[config.mk]
export PLATFORM = sky130hd
export DESIGN_NAME = ram_arbiter_flat
export DESIGN_NICKNAME = d
export VERILOG_FILES = /design/src/rtl/ram_arbiter_pkg.sv /design/src/rtl/ram_arbiter_if.sv /design/src/rtl/ram_arbiter_arb_rr2.sv /design/src/rtl/ram_arbiter.sv /design/src/flat_wrapper.sv
export SDC_FILE = /design/constraint.sdc
export NUM_CORES = 1
export LEC_CHECK = 0
export ABC_AREA = 1
export BUFFER_PORTS_ARGS = -buffer_cell sky130_fd_sc_hd__buf_2
export CELL_PAD_IN_SITES_DETAIL_PLACEMENT = 1
export CELL_PAD_IN_SITES_GLOBAL_PLACEMENT = 1
export CORE_MARGIN = 2
export CORE_UTILIZATION = 24
export DETAILED_ROUTE_END_ITERATION = 10
export PLACE_DENSITY = 0.8
export SLEW_MARGIN = 15
export SYNTH_ARGS = -nofsm -noshare
export SYNTH_HDL_FRONTEND = slang
export SYNTH_SLANG_ARGS = --single-unit
[constraint.sdc]
create_clock -name clk -period 2.7 [get_ports clk]
set_input_delay 0.135 -clock clk [delete_from_list [all_inputs] [get_ports clk]]
set_output_delay 0.135 -clock clk [all_outputs]
set_load 0.005 [all_outputs]
[src/rtl/ram_arbiter_pkg.sv]
// Shared definitions for the two-master data RAM arbiter: default bus widths
// and the sequencer state encoding.
package ram_arbiter_pkg;

    localparam int ADDR_W_DEF = 8;
    localparam int DATA_W_DEF = 16;

    typedef enum logic [1:0] {
        ST_IDLE   = 2'd0,
        ST_ACCESS = 2'd1,
        ST_DONE   = 2'd2
    } state_t;

endpackage

[src/rtl/ram_arbiter_if.sv]
// Bundle of both masters' request buses plus the RAM-side port of the arbiter.
// The slave modport is the arbiter's view; master is the requesters'/RAM's view.
interface ram_arbiter_if #(
    parameter int ADDR_W = 8,
    parameter int DATA_W = 16
);
    logic              m0_req;
    logic              m0_we;
    logic [ADDR_W-1:0] m0_addr;
    logic [DATA_W-1:0] m0_wdata;
    logic              m0_ack;

    logic              m1_req;
    logic              m1_we;
    logic [ADDR_W-1:0] m1_addr;
    logic [DATA_W-1:0] m1_wdata;
    logic              m1_ack;

    logic [DATA_W-1:0] rdata;

    logic [ADDR_W-1:0] ram_addr;
    logic [DATA_W-1:0] ram_din;
    logic              ram_write;
    logic              ram_cs;
    logic [DATA_W-1:0] ram_dout;

    modport slave (
        input  m0_req, m0_we, m0_addr, m0_wdata,
        input  m1_req, m1_we, m1_addr, m1_wdata,
        output m0_ack, m1_ack, rdata,
        output ram_addr, ram_din, ram_write, ram_cs,
        input  ram_dout
    );

    modport master (
        output m0_req, m0_we, m0_addr, m0_wdata,
        output m1_req, m1_we, m1_addr, m1_wdata,
        input  m0_ack, m1_ack, rdata,
        input  ram_addr, ram_din, ram_write, ram_cs,
        output ram_dout
    );

endinterface

[src/rtl/ram_arbiter_arb_rr2.sv]
// Combinational two-way picker, reusable by any shared-resource arbiter.
// On a tie it either favours requester 0 or the one that did not win last time.
module arb_rr2 (
    input  logic req0,
    input  logic req1,
    input  logic last_grant,
    input  logic fixed_prio,
    output logic any,
    output logic winner
);

    always_comb begin
        any    = req0 | req1;
        winner = 1'b0;
        if (req0 && req1) begin
            winner = fixed_prio ? 1'b0 : ~last_grant;
        end else if (req1) begin
            winner = 1'b1;
        end
    end

endmodule

[src/rtl/ram_arbiter.sv]
// Arbiter and three-state sequencer (IDLE -> ACCESS -> DONE) between the CPU
// load/store unit (master 0) and the DMA/loader (master 1) for the data RAM.
module ram_arbiter
    import ram_arbiter_pkg::*;
#(
    parameter int ADDR_W     = ADDR_W_DEF,
    parameter int DATA_W     = DATA_W_DEF,
    parameter bit FIXED_PRIO = 1'b0
) (
    input logic          clk,
    input logic          rst,
    ram_arbiter_if.slave bus
);

    state_t            state_q, state_d;
    logic              sel_q, sel_d;
    logic              last_q, last_d;
    logic              ack0_q, ack0_d;
    logic              ack1_q, ack1_d;
    logic [DATA_W-1:0] rdata_q, rdata_d;

    logic              any;
    logic              winner;
    logic              access;
    logic              sel_we;
    logic [ADDR_W-1:0] sel_addr;
    logic [DATA_W-1:0] sel_wdata;

    arb_rr2 u_pick (
        .req0       (bus.m0_req),
        .req1       (bus.m1_req),
        .last_grant (last_q),
        .fixed_prio (FIXED_PRIO),
        .any        (any),
        .winner     (winner)
    );

    // Address/data come from the live inputs of whichever master was latched at grant.
    assign access    = (state_q == ST_ACCESS);
    assign sel_we    = sel_q ? bus.m1_we    : bus.m0_we;
    assign sel_addr  = sel_q ? bus.m1_addr  : bus.m0_addr;
    assign sel_wdata = sel_q ? bus.m1_wdata : bus.m0_wdata;

    always_ff @(posedge clk or posedge rst) begin
        if (rst) begin
            state_q <= ST_IDLE;
            sel_q   <= 1'b0;
            last_q  <= 1'b1;
            ack0_q  <= 1'b0;
            ack1_q  <= 1'b0;
            rdata_q <= '0;
        end else begin
            state_q <= state_d;
            sel_q   <= sel_d;
            last_q  <= last_d;
            ack0_q  <= ack0_d;
            ack1_q  <= ack1_d;
            rdata_q <= rdata_d;
        end
    end

    // DONE ignores requests on purpose: the just-acked master may still hold req.
    always_comb begin
        state_d = state_q;
        sel_d   = sel_q;
        last_d  = last_q;
        ack0_d  = 1'b0;
        ack1_d  = 1'b0;
        rdata_d = rdata_q;
        case (state_q)
            ST_IDLE: begin
                if (any) begin
                    sel_d   = winner;
                    last_d  = winner;
                    state_d = ST_ACCESS;
                end
            end
            ST_ACCESS: begin
                if (!sel_we) begin
                    rdata_d = bus.ram_dout;
                end
                ack0_d  = ~sel_q;
                ack1_d  = sel_q;
                state_d = ST_DONE;
            end
            ST_DONE: begin
                state_d = ST_IDLE;
            end
            default: begin
                state_d = ST_IDLE;
            end
        endcase
    end

    assign bus.ram_cs    = access;
    assign bus.ram_write = access & sel_we;
    assign bus.ram_addr  = access ? sel_addr  : '0;
    assign bus.ram_din   = access ? sel_wdata : '0;
    assign bus.m0_ack    = ack0_q;
    assign bus.m1_ack    = ack1_q;
    assign bus.rdata     = rdata_q;

endmodule

[src/flat_wrapper.sv]
// flat-port wrapper written by rule: the top's interface ports become plain ports
module ram_arbiter_flat import ram_arbiter_pkg::*;
#(
    parameter int ADDR_W     = ADDR_W_DEF,
    parameter int DATA_W     = DATA_W_DEF,
    parameter bit FIXED_PRIO = 1'b0
)
  (clk, rst, bus_m0_req, bus_m0_we, bus_m0_addr, bus_m0_wdata, bus_m1_req, bus_m1_we, bus_m1_addr, bus_m1_wdata, bus_m0_ack, bus_m1_ack, bus_rdata, bus_ram_addr, bus_ram_din, bus_ram_write, bus_ram_cs, bus_ram_dout);
  ram_arbiter_if #(.ADDR_W(ADDR_W), .DATA_W(DATA_W)) bus_i ();
  input logic clk;
  input logic rst;
  input wire logic [$bits(bus_i.m0_req)-1:0] bus_m0_req;
  input wire logic [$bits(bus_i.m0_we)-1:0] bus_m0_we;
  input wire logic [$bits(bus_i.m0_addr)-1:0] bus_m0_addr;
  input wire logic [$bits(bus_i.m0_wdata)-1:0] bus_m0_wdata;
  input wire logic [$bits(bus_i.m1_req)-1:0] bus_m1_req;
  input wire logic [$bits(bus_i.m1_we)-1:0] bus_m1_we;
  input wire logic [$bits(bus_i.m1_addr)-1:0] bus_m1_addr;
  input wire logic [$bits(bus_i.m1_wdata)-1:0] bus_m1_wdata;
  output wire logic [$bits(bus_i.m0_ack)-1:0] bus_m0_ack;
  output wire logic [$bits(bus_i.m1_ack)-1:0] bus_m1_ack;
  output wire logic [$bits(bus_i.rdata)-1:0] bus_rdata;
  output wire logic [$bits(bus_i.ram_addr)-1:0] bus_ram_addr;
  output wire logic [$bits(bus_i.ram_din)-1:0] bus_ram_din;
  output wire logic [$bits(bus_i.ram_write)-1:0] bus_ram_write;
  output wire logic [$bits(bus_i.ram_cs)-1:0] bus_ram_cs;
  input wire logic [$bits(bus_i.ram_dout)-1:0] bus_ram_dout;
  assign bus_i.m0_req = bus_m0_req;
  assign bus_i.m0_we = bus_m0_we;
  assign bus_i.m0_addr = bus_m0_addr;
  assign bus_i.m0_wdata = bus_m0_wdata;
  assign bus_i.m1_req = bus_m1_req;
  assign bus_i.m1_we = bus_m1_we;
  assign bus_i.m1_addr = bus_m1_addr;
  assign bus_i.m1_wdata = bus_m1_wdata;
  assign bus_m0_ack = bus_i.m0_ack;
  assign bus_m1_ack = bus_i.m1_ack;
  assign bus_rdata = bus_i.rdata;
  assign bus_ram_addr = bus_i.ram_addr;
  assign bus_ram_din = bus_i.ram_din;
  assign bus_ram_write = bus_i.ram_write;
  assign bus_ram_cs = bus_i.ram_cs;
  assign bus_i.ram_dout = bus_ram_dout;
  ram_arbiter #(.ADDR_W(ADDR_W), .DATA_W(DATA_W), .FIXED_PRIO(FIXED_PRIO)) u_core (.clk(clk), .rst(rst), .bus(bus_i));
endmodule
==> results of run 1 <==
## through the flow
stage	util, %	power [mW]	hold WS, ps
final	39.1	1.70	28.4
after CTS	39.1	1.74	60.1
after detailed placement	38.0	1.51	343
after global routing	39.1	1.89	107
after global placement	38.0	1.47	331
after floorplan	-	1.11	123
## cell type report
class / instances / area (um2)
clock buffers: 4 / 55.1
fillers: 676 / 2910
repair buffers: 114 / 573
inverters: 8 / 31.3
well taps: 67 / 83.8
flip-flops and latches: 22 / 552
multi-input cells: 140 / 577
## routing by layer
metal	vias to the layer above	part of all wire, %	global-route usage (%)
met1	668	39	17.3
li1	759	-	-
met3	2	5.5	3.75
met5	-	0	0
met2	52	55	26.7
met4	0	0.65	2.98
## power breakdown
part	internal, mW	switching, mW	total, mW
Clock	0.130	0.101	0.230
Sequential	0.480	0.0919	0.572
Combinational	0.370	0.532	0.902
Total	0.980	0.725	1.70
## cell families (layout without fill, tap and decap cells)
| logic type | count (synthesis) | after routing | share of synthesized area [%] |
|---|---|---|---|
| and+or+nand+nor | 139 | 139 | 47.3 |
| DFF | 22 | 22 | 45.6 |
| buffers and inverters | 15 | 126 | 6.72 |
| AOI/OAI and AO/OA | 1 | 1 | 0.413 |
## cells in the mapped netlist
cell type and instances:
o21ai_0 1, nor2_1 3, buf_4 1, dfrtp_1 21, dfstp_2 1, nand3_1 17, buf_2 4, clkinv_2 1
buf_6 2, nor2_4 1, nand3_4 1, nand2_1 114, nand2_2 2, inv_2 3, inv_1 4, nor2_2 1
## how the worst min path moves through the flow
stage	start	end	slack, ps
floorplan	rst	u_core.bus.m0_ack	120
global placement	rst	u_core.bus.rdata[6]	330
detailed placement	rst	u_core.bus.rdata[6]	340
CTS	rst	u_core.bus.rdata[6]	60
global route	rst	u_core.bus.rdata[6]	110
finish	rst	u_core.bus.rdata[6]	30
## registers in the layout, summed over array words and instances (netlist names)
signal / cells
u_core.bus.rdata: 16
u_core.state_q: 2
u_core.bus.m0_ack: 1
u_core.bus.m1_ack: 1
u_core.last_q: 1
u_core.sel_q: 1
## cell usage in the layout (no fill, tap or decap)
cell type,Yosys,layout
nor2_4,1,1
nor2_1,3,3
clkbuf_8,0,4
inv_2,3,3
nor2_2,1,1
buf_4,1,1
buf_2,4,113
nand3_1,17,17
clkinv_2,1,1
inv_1,4,4
nand2_1,114,114
dfrtp_1,21,21
dfstp_2,1,1
nand3_4,1,1
nand2_2,2,2
o21ai_0,1,1
## critical path, cell delays in order (launching register included)
cell and delay (ps):
dfrtp_1 440, nor2_4 420, nand2_2 90, clkinv_2 260
nand2_1 90, nand2_1 70, buf_2 110
==> results.sh, run 1 <==
export IMPL_r2r_cells=4
export IMPL_firstDrtPassIters=4
export IMPL_synth_top_area_cell="dfrtp_1"
export IMPL_wl_um=4130
export IMPL_cts_buffer_depth=2
export IMPL_core_area_um2=4790
export IMPL_num_antenna_cells=0
export IMPL_startpoint_type="flop"
export IMPL_hold_buffers=0
export IMPL_drive_above_1_share_pct=44.4
export IMPL_dp_cells=351
export IMPL_critPathCaptureType="primary output"
export IMPL_slew_headroom_pct=45.1
export IMPL_post_dp_hpwl_um=3390
export IMPL_r2r_end="u_core.bus.rdata[11]"
export IMPL_setup_viol=0
export IMPL_ant_nets=0
export IMPL_grt_pass1_vias=1527
export IMPL_synth_warnings=0
export IMPL_vias=1481
export IMPL_cts_sinks=22
export IMPL_post_place_ws_ps=1060
export IMPL_io_pins=114
export IMPL_drc=0
export IMPL_leakage_nw=1.22
export IMPL_clk_pin_slew_ps=80
export IMPL_fmax_mhz=532
export IMPL_syn_num_nets=247
export IMPL_tritoncts="done"
export IMPL_rr_startpoint="u_core.state_q[1]"
export IMPL_cts_resized=0
export IMPL_syn_to_final_growth_pct=54.7
export IMPL_synthesis_area_um2=1210
export IMPL_fin_crit_ps=1880
export IMPL_rsz0062_at_grt="no"
export IMPL_r2r_slack_ps=1250
export IMPL_antenna_found_initial=0
export IMPL_syn_area_per_cell_um2=6.84
export IMPL_tns_ps=0
export IMPL_hold_viol=0
export IMPL_clockRootBuffer="clkbuf_8"
export IMPL_skew_ps=1.69
export IMPL_drtIter0Drc=36
export IMPL_drv_slew=0
export IMPL_yosys_register_bits=22
export IMPL_cts_buffers=3
export IMPL_row_count=25
export IMPL_max_cap_viol_count=0
export IMPL_grt_start_max_net_pins=26
export IMPL_nNetsFinal=359
export IMPL_worstPathArrival_ps=1740
export IMPL_hold_class="input pin to async pin"
export IMPL_start_util_pct=25.3
export IMPL_cts_setup_buffers=0
export IMPL_wl_per_cell_um=11.6
export IMPL_overflow=0
export IMPL_postLayoutCellArea_um2=1870
export IMPL_die_area_um2=5630
export IMPL_required_ps=2570
export IMPL_fin_ws_ps=822
export IMPL_port_buffers=113
export IMPL_crit_type="flop to primary output"
export IMPL_grt_pass1_wl_um=6420
export IMPL_via_per_inst=4.17
export IMPL_yosys_top_cells_area="dfrtp_1 43%, nand2_1 35%, nand3_1 7.0%"
export IMPL_grt_use_total_pct=14.6
export IMPL_gp_congestion=0.712
export IMPL_ir_worst_vdd_mv=0.317
export IMPL_tightest_slew_ps=822
export IMPL_crit_fanout=25
export IMPL_htree_levels=1
export IMPL_critPathLaunch="u_core.state_q[1]"
export IMPL_synth_distinct_cells=16
export IMPL_fp_dieH_um=75
export IMPL_power_density_nw_per_um2=911
export IMPL_crit_path_end="bus_ram_din[13]"
export IMPL_die_w_um=75
export IMPL_yosysTopAreaCellShare_pct=43.4
export IMPL_status="completed"
export IMPL_ys_seq_area_share_pct=45.6
export IMPL_worstSkewPairLatency_ps=260
export IMPL_post_route_period_util_pct=69.6
export IMPL_syn_inst=177
export IMPL_postPlaceCellArea_um2=1820
export IMPL_fin_cells=355
Power figures use the tool's default switching activity.
==> inputs of run 2 (changes only) <==
--- a/config.mk
+++ b/config.mk
@@ -10,9 +10,9 @@
 export CELL_PAD_IN_SITES_DETAIL_PLACEMENT = 1
 export CELL_PAD_IN_SITES_GLOBAL_PLACEMENT = 1
 export CORE_MARGIN = 2
-export CORE_UTILIZATION = 24
+export CORE_UTILIZATION = 20
 export DETAILED_ROUTE_END_ITERATION = 10
-export PLACE_DENSITY = 0.8
+export PLACE_DENSITY = 0.7
 export SLEW_MARGIN = 15
 export SYNTH_ARGS = -nofsm -noshare
 export SYNTH_HDL_FRONTEND = slang
==> constraint.sdc (replaced) <==
create_clock -name clk -period 1.65 [get_ports clk]
set_input_delay 0.0825 -clock clk [delete_from_list [all_inputs] [get_ports clk]]
set_output_delay 0.0825 -clock clk [all_outputs]
set_load 0.005 [all_outputs]
==> run 2 against run 1 <==
Compared with the run above:
- setup slack got worse by 680 ps
- utilization decreased by 6.6 points
- count of clock-buffer cells in the layout unchanged
- sequential share of layout area decreased by 0.64 points
==> results.sh, run 2 (synthesis results as in run 1) <==
export IMPL_htree_levels=1
export IMPL_antenna_found_initial=0
export IMPL_tns_ps=0
export IMPL_intPower_mw=1.61
export IMPL_layout_commonest_cell="nand2_1"
export IMPL_tritoncts="done"
export IMPL_post_route_period_util_pct=91.3
export IMPL_worstPathArrival_ps=1420
export IMPL_largest_reg_flops=16
export IMPL_worstSkewPairLatency_ps=260
export IMPL_core_area_um2=5890
export IMPL_crit_path_end="bus_ram_write"
export IMPL_nNetsFinal=363
export IMPL_slew_headroom_pct=76.3
export IMPL_p_switching_mw=1.22
export IMPL_skew_ps=0.955
export IMPL_grt_start_max_net_pins=26
export IMPL_drc=0
export IMPL_setup_viol=0
export IMPL_leakage_nw=1.24
export IMPL_slowest_delay_ps=480
export IMPL_hold_viol=0
export IMPL_grt_pass1_wl_um=6540
export IMPL_grt_use_total_pct=12.5
export IMPL_wl_um=4270
export IMPL_cp_slowest_cell="dfrtp_1"
export IMPL_crit_family="flip-flops"
export IMPL_cp_depth=5
export IMPL_power_switching_share_pct=43.0
export IMPL_num_antenna_cells=0
export IMPL_sequentialPowerShare_pct=33.0
export IMPL_status="completed"
export IMPL_hold_class="input pin to flop"
export IMPL_startpoint_type="flop"
export IMPL_layout_common_cells="114 x nand2_1, 113 x buf_2, 21 x dfrtp_1"
export IMPL_critPathCaptureType="primary output"
export IMPL_grt_pass1_vias=1485
export IMPL_r2r_cells=5
export IMPL_row_count=28
export IMPL_final_util_pct=32.5
export IMPL_rr_startpoint="u_core.state_q[1]"
export IMPL_hold_ws_ps=51.1
export IMPL_syn_to_final_growth_pct=58.1
export IMPL_tightest_slew_ps=355
export IMPL_power_density_nw_per_um2=1480
export IMPL_vias=1523
export IMPL_r2r_slack_ps=390
export IMPL_required_ps=1570
export IMPL_pwr_share_clk_pct=11.8
export IMPL_max_cap_viol_count=0
export IMPL_overflow=0
export IMPL_crit_chain="inv_2 > nand2_1 > nand2_2 > nor2_1 > buf_2"
export IMPL_post_place_ws_ps=314
export IMPL_crit_fanout=17
export IMPL_start_util_pct=20.6
export IMPL_cts_sinks=22
export IMPL_comb_power_share_pct=55.2
export IMPL_ant_nets=0
export IMPL_ir_worst_vdd_mv=0.514
export IMPL_cts_buffers=3
export IMPL_drive_above_1_share_pct=44.5
export IMPL_firstDrtPassIters=4
export IMPL_fp_dieH_um=81.8
export IMPL_via_per_inst=4.15
export IMPL_fin_crit_ps=1510
export IMPL_die_area_um2=6690
export IMPL_drtIter0Drc=38
export IMPL_r2r_end="u_core.bus.rdata[8]"
export IMPL_postLayoutCellArea_um2=1910
export IMPL_drv_slew=0
export IMPL_clk_pin_slew_ps=70
export IMPL_critPathBufInv=2
export IMPL_cts_buffer_depth=2
export IMPL_die_w_um=81.8
export IMPL_critPathLaunch="u_core.sel_q"
export IMPL_wl_per_cell_um=11.6
export IMPL_cts_setup_buffers=0
export IMPL_rsz0062_at_grt="no"
export IMPL_clockRootBuffer="clkbuf_8"
export IMPL_gp_congestion=0.663
export IMPL_port_buffers=113
export IMPL_io_pins=114
export IMPL_crit_type="flop to primary output"
export IMPL_fmax_mhz=664
export IMPL_post_dp_hpwl_um=3420
export IMPL_postPlaceCellArea_um2=1850
export IMPL_fin_ws_ps=143
## run 2: changes by cell type in the layout (fill, tap and decap cells not counted)
| cell | delta |
|---|---|
| buf_8 | +1 |
| buf_4 | +2 |
| clkinv_2 | -1 |
| inv_4 | +1 |
| dlygate4sd3_1 | +1 |
| clkbuf_1 | +1 |
| clkbuf_8 | -1 |
## run 2: layout make-up
type | instances | area (um2)
fillers | 818 | 3970
repair buffers | 118 | 613
multi-input cells | 140 | 577
flip-flops and latches | 22 | 552
well taps | 75 | 93.8
clock buffers | 4 | 45.0
inverters | 8 | 32.5
## run 2: how the worst min path moves through the flow
stage | startpoint | endpoint | depth (start not counted)
finish | bus_ram_dout[11] | u_core.bus.rdata[11] | 3
global route | bus_ram_dout[13] | u_core.bus.rdata[13] | 3
CTS | bus_ram_dout[11] | u_core.bus.rdata[11] | 3
detailed placement | rst | u_core.state_q[1] | 2
global placement | rst | u_core.state_q[1] | 2
floorplan | rst | u_core.bus.m0_ack | 1
## run 2: metrics by stage
| step | instances | total power, mW |
|---|---|---|
| after floorplan | 177 | 1.81 |
| after global placement | 362 | 2.47 |
| after detailed placement | 362 | 2.53 |
| after CTS | 367 | 2.87 |
| after global routing | 367 | 3.15 |
| final | 367 | 2.83 |
## run 2: routing by layer
metal  up-vias  global-route usage, %  share of wire [%]
li1        766                      -                  -
met1       703                   14.5                 40
met2        54                   22.7                 52
met3         0                   3.52                7.1
met4         0                   2.50                  0
met5         -                      0                  0
## run 2: repair_timing
item / CTS / global route
hold endpoints to repair: 6 / 0
hold buffers: 1 / 0
gates resized for setup: 0 / 3
endpoints found under the setup margin: 0 / 24
## run 2: power groups by stage
stage          clock [mW]  combinational [mW]  sequential (mW)
2_1_floorplan           0               0.856            0.952
3_3_place_gp            0                1.54            0.933
3_5_place_dp            0                1.58            0.946
4_1_cts             0.351                1.59            0.937
5_1_grt             0.376                1.81            0.966
6_report            0.333                1.56            0.936
## run 2: worst reg2reg max path: stages, from the launching register on
cell and delay, ps:
dfrtp_1 450, nor2_4 160, buf_4 180, nand3_4 190, nand2_1 140, nand2_1 50
==> inputs of run 3 (changes only) <==
--- a/config.mk
+++ b/config.mk
@@ -10,9 +10,10 @@
 export CELL_PAD_IN_SITES_DETAIL_PLACEMENT = 1
 export CELL_PAD_IN_SITES_GLOBAL_PLACEMENT = 1
 export CORE_MARGIN = 2
-export CORE_UTILIZATION = 20
+export CORE_UTILIZATION = 23
+export CTS_BUF_LIST = sky130_fd_sc_hd__clkbuf_4
 export DETAILED_ROUTE_END_ITERATION = 10
-export PLACE_DENSITY = 0.7
+export PLACE_DENSITY = 0.83
 export SLEW_MARGIN = 15
 export SYNTH_ARGS = -nofsm -noshare
 export SYNTH_HDL_FRONTEND = slang
==> constraint.sdc (replaced) <==
create_clock -name clk -period 1.61 [get_ports clk]
set_input_delay 0.0805 -clock clk [delete_from_list [all_inputs] [get_ports clk]]
set_output_delay 0.0805 -clock clk [all_outputs]
set_load 0.005 [all_outputs]
==> run 3 against run 2 <==
Compared with the run above:
- wire length is 12% higher
- critical path depth up 2
- count of clock-buffer cells in the layout down 1
- clock skew increased by 12 ps
- largest cell class unchanged
- largest power group unchanged
==> results.sh, run 3 (synthesis results as in run 1) <==
export IMPL_status="completed"
export IMPL_hold_class="input pin to flop"
export IMPL_p_total_mw=3.08
export IMPL_core_area_um2=5110
export IMPL_cts_sinks=22
export IMPL_grt_start_max_net_pins=26
export IMPL_drtIter0Drc=21
export IMPL_clockRootBuffer="clkbuf_4"
export IMPL_critPathCaptureType="primary output"
export IMPL_skew_ps=12.6
export IMPL_min_path_cells=3
export IMPL_hold_viol=0
export IMPL_grt_pass1_wl_um=7460
export IMPL_setup_viol=0
export IMPL_cp_depth=7
export IMPL_nNetsFinal=381
export IMPL_max_cap_viol_count=0
export IMPL_rsz0062_at_grt="yes"
export IMPL_fin_ws_ps=53.5
export IMPL_fmax_mhz=642
export IMPL_critPathLaunch="u_core.state_q[0]"
export IMPL_syn_to_final_growth_pct=73.0
export IMPL_grt_pass1_vias=1582
export IMPL_ir_worst_vdd_mv=0.616
export IMPL_startpoint_type="flop"
export IMPL_wl_um=4780
export IMPL_post_place_ws_ps=273
export IMPL_vias=1599
export IMPL_antenna_found_initial=0
export IMPL_largest_reg_flops=16
export IMPL_post_route_period_util_pct=96.7
export IMPL_power_density_nw_per_um2=1470
export IMPL_die_area_um2=5860
export IMPL_slowest_delay_ps=440
export IMPL_drv_slew=0
export IMPL_row_count=26
export IMPL_fp_dieH_um=76.5
export IMPL_worstHoldStart="bus_ram_dout[1]"
export IMPL_cp_slowest_cell="dfrtp_1"
export IMPL_leakage_nw=1.33
export IMPL_wl_per_cell_um=12.6
export IMPL_rr_startpoint="u_core.state_q[0]"
export IMPL_crit_fanout=12
export IMPL_critPathBufInv=3
export IMPL_worstSkewPairLatency_ps=310
export IMPL_fin_crit_ps=1560
export IMPL_grt_use_total_pct=15.5
export IMPL_drc=0
export IMPL_crit_type="flop to primary output"
export IMPL_ant_nets=0
export IMPL_overflow=0
export IMPL_required_ps=1530
export IMPL_post_dp_hpwl_um=3500
export IMPL_die_w_um=76.5
export IMPL_gp_congestion=0.774
export IMPL_hold_ws_ps=3.64
export IMPL_crit_chain="inv_2 > nor2_4 > nand2_4 > inv_6 > nand2_1 > nand2_1 > buf_2"
export IMPL_r2r_cells=5
export IMPL_io_pins=114
export IMPL_drive_above_1_share_pct=45.5
export IMPL_slew_headroom_pct=79.1
export IMPL_clk_pin_slew_ps=130
export IMPL_htree_levels=1
export IMPL_cts_buffers=3
export IMPL_tightest_slew_ps=310
export IMPL_layout_common_cells="113 x buf_2, 112 x nand2_1, 19 x dfrtp_1"
export IMPL_via_per_inst=4.21
export IMPL_crit_family="flip-flops"
export IMPL_layout_commonest_cell="buf_2"
export IMPL_firstDrtPassIters=4
export IMPL_cpMostUsedCell="nand2_1"
export IMPL_tritoncts="done"
export IMPL_cts_buffer_depth=2
export IMPL_num_antenna_cells=0
export IMPL_start_util_pct=23.7
export IMPL_port_buffers=113
export IMPL_worstPathArrival_ps=1480
==> run 3: cell types whose count changed in the layout (fill, tap and decap cells not counted), sizes merged <==
cell         delta
buf             +6
dlygate4sd3    +11
clkinv          +2
clkbuf          -1
==> run 3: power by group <==
group          internal (mW)  leakage [nW]  switching, mW
clock network         0.0905        0.0154          0.170
logic                  0.813          1.04           1.02
registers              0.808         0.276          0.172
==> run 3: cell type report <==
| class | instances | area (um2) |
|---|---|---|
| Fill cell | 709 | 3010 |
| Inverter | 8 | 42.5 |
| Tap cell | 70 | 87.6 |
| Sequential cell | 22 | 554 |
| Clock inverter | 1 | 3.75 |
| Timing Repair inverter | 1 | 8.76 |
| Clock buffer | 3 | 22.5 |
| Multi-Input combinational cell | 140 | 602 |
| Timing Repair Buffer | 135 | 772 |
==> run 3: per-layer routing <==
metal  wire length [um]  track usage (%)
met3                190             2.84
met1               2000             18.4
met4                 56             3.09
met2               2540             28.9
met5                  0                0
==> run 3: what timing repair did <==
action                     4_1_cts  5_1_grt
pin swaps                        0        2
hold buffers                    11        1
gates cloned                     0        3
buffers inserted                 0        4
setup endpoints to repair       24       25
gates resized for setup          3       14
hold endpoints to repair        31        1
==> run 3: worst paths after layout <==
path / end / slack, ps
setup / recovery: bus_ram_din[2] / 50
min in group asynchronous: u_core.bus.rdata[6] / 350
max in group asynchronous: u_core.last_q / 970
hold reg to reg: u_core.last_q / 480
setup reg to reg: u_core.bus.rdata[10] / 400
hold / removal: u_core.bus.rdata[1] / 4
==> run 3: metrics by stage <==
stage                     setup TNS, ps  cells  utilization [%]  cell area, um2
after floorplan                       0    177                -            1210
after global placement                0    357             36.1            1840
after detailed placement              0    357             36.1            1840
after global routing              -1110    380             41.0            2090
final                                 0    380             41.0            2090
after CTS                             0    372             38.9            1990
==> run 3: tightest hold or removal path: cells and delay by family <==
family,cells,cell delay [ps]
buffers and inverters,1,80
and+or+nand+nor,2,130
